`config.mk`:
```
export PLATFORM = sky130hd
export DESIGN_NAME = piso_stream_tx
export DESIGN_NICKNAME = d
export VERILOG_FILES = /design/src/rtl/piso_stream_tx.sv
export SDC_FILE = /design/constraint.sdc
export NUM_CORES = 1
export LEC_CHECK = 0
export CAP_MARGIN = 20
export CORE_MARGIN = 5
export CORE_UTILIZATION = 50
export CTS_BUF_LIST = sky130_fd_sc_hd__clkbuf_8
export CTS_CLUSTER_DIAMETER = 200
export CTS_CLUSTER_SIZE = 10
export DETAILED_ROUTE_END_ITERATION = 12
export GPL_TIMING_DRIVEN = 0
export PLACE_DENSITY = 0.81
export REMOVE_ABC_BUFFERS = 1
export SLEW_MARGIN = 30
export SYNTH_ARGS = -nofsm -noshare
export SYNTH_HDL_FRONTEND = slang
export SYNTH_SLANG_ARGS = --single-unit
```
`constraint.sdc`:
```
create_clock -name clk -period 1.65 [get_ports clk]
set_clock_uncertainty 0.1 [all_clocks]
set_input_delay 0.2475 -clock clk [delete_from_list [all_inputs] [get_ports clk]]
set_output_delay 0.2475 -clock clk [all_outputs]
set_load 0.005 [all_outputs]
```
`src/rtl/piso_stream_tx.sv`:
```
// Parallel-in/serial-out transmitter, MSB first, with a one-word holding buffer for gapless frames.
// Optional even-parity trailer bit when PISO_PARITY_EN is defined.
module piso_stream_tx #(
  parameter int   WIDTH    = 8,
  parameter logic IDLE_BIT = 1'b1
) (
  input  logic             clk,
  input  logic             rst_n,
  input  logic [WIDTH-1:0] din,
  input  logic             load,
  output logic             ready,
  output logic             sout,
  output logic             busy,
  output logic             frame_done
);
  localparam int            CW       = $clog2(WIDTH + 1);
  localparam logic [CW-1:0] CNT_LAST = CW'(WIDTH - 1);

`ifdef PISO_PARITY_EN
  typedef enum logic [1:0] {S_IDLE, S_SHIFT, S_PARITY} state_t;
`else
  typedef enum logic {S_IDLE, S_SHIFT} state_t;
`endif

  state_t             r_state, w_state_nxt;
  logic [WIDTH-1:0]   r_sh, w_sh_nxt;
  logic [CW-1:0]      r_cnt, w_cnt_nxt;
  logic [WIDTH-1:0]   r_hold, w_hold_nxt;
  logic               r_hold_full, w_hold_full_nxt;
  logic               r_sout, w_sout_nxt;
  logic               r_done, w_done_nxt;
`ifdef PISO_PARITY_EN
  logic               r_par, w_par_nxt;
`endif
  logic               w_accept, w_last, w_start;
  logic [WIDTH-1:0]   w_src;

  assign w_accept = load && !r_hold_full;

  // r_cnt counts frame bits still to come after the one currently on sout.
  always_comb begin
    w_state_nxt     = r_state;
    w_sh_nxt        = r_sh;
    w_cnt_nxt       = r_cnt;
    w_hold_nxt      = r_hold;
    w_hold_full_nxt = r_hold_full;
    w_sout_nxt      = IDLE_BIT;
    w_start         = 1'b0;
    w_last          = 1'b0;
    w_src           = din;
`ifdef PISO_PARITY_EN
    w_par_nxt       = r_par;
`endif
    case (r_state)
      S_IDLE: w_start = w_accept;
      S_SHIFT: begin
        if (r_cnt != '0) begin
          w_sout_nxt = r_sh[WIDTH-1];
          w_sh_nxt   = {r_sh[WIDTH-2:0], 1'b0};
          w_cnt_nxt  = r_cnt - CW'(1);
        end else begin
`ifdef PISO_PARITY_EN
          w_state_nxt = S_PARITY;
          w_sout_nxt  = r_par;
`else
          w_last      = 1'b1;
`endif
        end
      end
`ifdef PISO_PARITY_EN
      S_PARITY: w_last = 1'b1;
`endif
      default: w_state_nxt = S_IDLE;
    endcase

    if (w_accept && r_state == S_SHIFT && !w_last) begin
      w_hold_nxt      = din;
      w_hold_full_nxt = 1'b1;
    end

    // Last frame bit: chain the held word, else a word offered right now, else go idle.
    if (w_last) begin
      if (r_hold_full) begin
        w_start         = 1'b1;
        w_src           = r_hold;
        w_hold_full_nxt = 1'b0;
      end else if (w_accept) begin
        w_start = 1'b1;
      end else begin
        w_state_nxt = S_IDLE;
      end
    end

    if (w_start) begin
      w_state_nxt = S_SHIFT;
      w_sout_nxt  = w_src[WIDTH-1];
      w_sh_nxt    = {w_src[WIDTH-2:0], 1'b0};
      w_cnt_nxt   = CNT_LAST;
`ifdef PISO_PARITY_EN
      w_par_nxt   = ^w_src;
`endif
    end

`ifdef PISO_PARITY_EN
    w_done_nxt = (w_state_nxt == S_PARITY);
`else
    w_done_nxt = (w_state_nxt == S_SHIFT) && (w_cnt_nxt == '0);
`endif
  end

  always_ff @(posedge clk or negedge rst_n) begin
    if (!rst_n) begin
      r_state     <= S_IDLE;
      r_sh        <= '0;
      r_cnt       <= '0;
      r_hold      <= '0;
      r_hold_full <= 1'b0;
      r_sout      <= IDLE_BIT;
      r_done      <= 1'b0;
`ifdef PISO_PARITY_EN
      r_par       <= 1'b0;
`endif
    end else begin
      r_state     <= w_state_nxt;
      r_sh        <= w_sh_nxt;
      r_cnt       <= w_cnt_nxt;
      r_hold      <= w_hold_nxt;
      r_hold_full <= w_hold_full_nxt;
      r_sout      <= w_sout_nxt;
      r_done      <= w_done_nxt;
`ifdef PISO_PARITY_EN
      r_par       <= w_par_nxt;
`endif
    end
  end

  assign ready      = !r_hold_full;
  assign sout       = r_sout;
  assign busy       = (r_state != S_IDLE);
  assign frame_done = r_done;

endmodule

```
==> run summary <==
For met3 alone, demand over resource in global routing was 0.0566. The layer with the highest usage is met2. The placed cell count came out at 141. After synthesis, the largest family of logic cells by area is simple AND/OR/NAND/NOR gates.

The clock buffer count from CTS is 3. The initial antenna violation count came to 0. The share of final-layout standard cells stronger than drive strength 1 came out at 0.434. The worst-case IR drop observed on VDD is 1.15 mV. The number of nets with antenna violations after routing is 0. The die outline area is 3280 um2. The peak clock frequency supported by timing came out at 0.574 GHz.

For this run, the detailed router's first-pass iteration total came to 6. The initial standard-cell utilization of the core is 0.514. The tool flagged a number of max-cap violations equal to 0. The final setup slack of the worst path is -91.9 ps.

The routed via count is 977. The die outline width is 57.2 um. Clock-pin slew was measured on the worst setup and hold paths at 80 ps.

Among all flip-flop cells after synthesis, the most frequent one is sky130_fd_sc_hd__dfrtp_1. The compound-cell area share of the yosys netlist came out at 0.155. The detailed-route vias per instance is 5.96. The per-instance average area after synthesis is 10.7 um2.

The min-delay analysis places its worst path in the category in2async. The global-route total usage across every layer is 0.198. The sum of buffers and inverters on the critical path is 3. Leaving out fill and tap cells, the most frequent cell in the layout is sky130_fd_sc_hd__dfrtp_1. The analysis attributes to cell leakage a power of 0.783 nW. Headroom to the max-slew limit came out at 0.661.

The fraction of met2 tracks used by global routing came out at 0.315. The sequential-to-total area share from yosys stat is 0.517. The final max-slew violation count is 0. The clock tree from TritonCTS is done.

After detailed routing, the number of remaining DRC violations is 0. The maximum fanout along the worst path came out at 5. The basic-gate share of the synthesized area counting and, or, nand and nor cells came out at 0.187. Leaving out filler cells and counting taps, the final layout contains 164. Among all stages on the critical path, the largest delay is contributed by sky130_fd_sc_hd__dfrtp_1. The clock sink total is 23. The flop and latch count out of synthesis is 23.

The placeable core region is 2170 um2. Setup repair after global routing could not meet its margin everywhere. The buffer depth of the longest clock path is 2. The I/O pin count is 15.

The final reports fail on negative setup slack. The required time of the worst setup path is 1740 ps. In this design, the largest share of critical-path delay is due to compound AO/OA/AOI/OAI gates. The number of H-tree branching levels came out at 1. The worst setup path is launched from a register. On the worst path, the slowest cell contributes a delay of 370 ps. The power density relative to cell area is 1640 nW/um2.

Setup violations remaining at the end of the flow were counted as 16. Summed over all layers, the global routing overflow is 0. The via count of the first global-routing pass came to 1074. The post-route total power came out at 2.69 mW.

The cell at the root of the clock tree is sky130_fd_sc_hd__clkbuf_8. The HPWL after detailed placement is 1.44 mm. The wire length per cell came out at 17.9 um. The depth of the worst register-to-register path came out at 8.

The pin slew with the least headroom to its limit is 509 ps. The die extent in y is 57.2 um. The port buffer count is 14. The placed instances occupy a cell area of 1260 um2. The layout net count came out at 149.

The finished cells cover 1640 um2. The element type at the critical path end is a register. The repair_antennas step left the layout with diodes totalling 0. The run finished, with violations left. The total wirelength of the detailed-routed design came out at 2.93 mm. The number of instances in the synthesized netlist came out at 104. The share of synthesized flip-flops with an asynchronous set or reset is 1.00. Across all hold checks on the routed design, the worst slack comes to 372 ps. The wire length of the first global-routing pass is 4.96 mm. Of the total synthesized cell area, the portion taken by XOR and XNOR cells is 0.00785. The number of failing hold endpoints at the final stage came out at 0.

The area growth from synthesis to final layout is 46.6%. The synthesized design contains 0 enable-type register cells. The critical path is of the reg2reg type. Of the total synthesized cell area, the portion taken by full adders, half adders and majority gates is 0.0112. The fraction of the cycle the final worst path needs came out at 1.06. The signal on the critical path passes through inv_2 > ha_4 > nor3b_4 > buf_6 > buf_6 > and3_4 > a2111oi_4 > a21oi_2. The cell area after technology mapping came out at 1120 um2. In this run, the number of DRC markers left after iteration 0 of detailed routing was 34. Counting buffers and inverters, the worst setup path is 8 cells deep. At the end of routability-driven placement, the weighted congestion stood at 0.716. The insertion delay to the later sink of the worst-skew pair is 270 ps. The global-route track usage on met1 came out at 0.244. The critical path data arrival time is 1840 ps. The count of synthesis-stage warnings from yosys is 0. Measured on the finished design, the core utilization comes to 0.754. In the layout the commonest cells are sky130_fd_sc_hd__dfrtp_1, sky130_fd_sc_hd__buf_4, sky130_fd_sc_hd__clkdlybuf4s50_1. The maximum number of pins on one net before global-route repair came out at 24. After synthesis, the share of cell area in mux cells is 0.0807. By instance count, the cell type seen most on the critical path is sky130_fd_sc_hd__buf_6. The cell row count came out at 17. The clock period minus final worst setup slack is 1740 ps. Counting distinct cell types in the post-synthesis netlist gives 33.
metrics by stage:
step | TNS, ps | worst slack, ps
2_1_floorplan | -11730 | -817
3_3_place_gp | -19360 | -1270
3_5_place_dp | -13990 | -893
4_1_cts | -230 | -42.8
5_1_grt | -2120 | -144
6_report | -713 | -91.9
synth_stat cells (all sizes together), types with 2 or more instances:
library cell | instances | area, um2
inv | 6 | 22.5
mux2 | 8 | 90.1
nand2 | 9 | 38.8
nand3 | 2 | 10.0
a21oi | 5 | 25.0
a211oi | 6 | 45.0
nor3 | 3 | 20.0
o31ai | 7 | 57.6
buf | 2 | 10.0
dfrtp | 22 | 551
nor2b | 2 | 12.5
clkbuf | 3 | 13.8
nor2 | 8 | 32.5
and3 | 7 | 43.8
metal layers:
layer	share of wire	wire length, um
met1	0.40	1180
met2	0.50	1480
met3	0.062	181
met4	0.033	98
met5	0	0
logic make-up after synthesis:
kind of cell,count (synthesis)
AOI/OAI and AO/OA,23
xor gates and xnor gates,1
adders and majority gates,1
buffers and inverters,11
DFF,23
muxes,8
and+or+nand+nor,37
where the power goes:
| group | internal [mW] | total [mW] | switching, mW |
|---|---|---|---|
| combinational | 0.721 | 1.36 | 0.640 |
| clock | 0.166 | 0.347 | 0.181 |
| sequential | 0.811 | 0.981 | 0.169 |
timing repair:
action	in CTS	in global routing
resized for setup	31	12
hold buffers	1	0
cloned	2	1
pin swaps	12	2
endpoints found under the hold margin	22	0
endpoints found under the setup margin	21	23
buffers inserted	11	5
cell type report:
cell class,count,area (um2)
clock buffers,3,41.3
flip-flops and latches,23,579
repair buffers,31,285
fillers,148,533
inverters,6,22.5
clock inverters,1,3.75
well taps,28,35.0
multi-input cells,72,669
worst paths after layout:
check                                             end                start  slack, ps
worst max register to register         sout$_DFF_PN1_   r_cnt[1]$_DFF_PN0_        -90
worst min register to register    r_sh[7]$_DFFE_PN0P_  r_sh[6]$_DFFE_PN0P_        380
worst max-delay path                   sout$_DFF_PN1_   r_cnt[1]$_DFF_PN0_        -90
min in group clk                  r_sh[7]$_DFFE_PN0P_  r_sh[6]$_DFFE_PN0P_        380
max in group asynchronous       r_hold_full$_DFF_PN0_                rst_n        710
worst min-delay path             frame_done$_DFF_PN0_                rst_n        370
registers in the layout, summed over array words and instances (netlist names):
| signal | flops |
|---|---|
| r_hold | 8 |
| r_sh | 7 |
| r_cnt | 4 |
| busy | 1 |
| frame_done | 1 |
| r_hold_full | 1 |
| sout | 1 |
No activity file was read; power rests on OpenSTA's default activity.
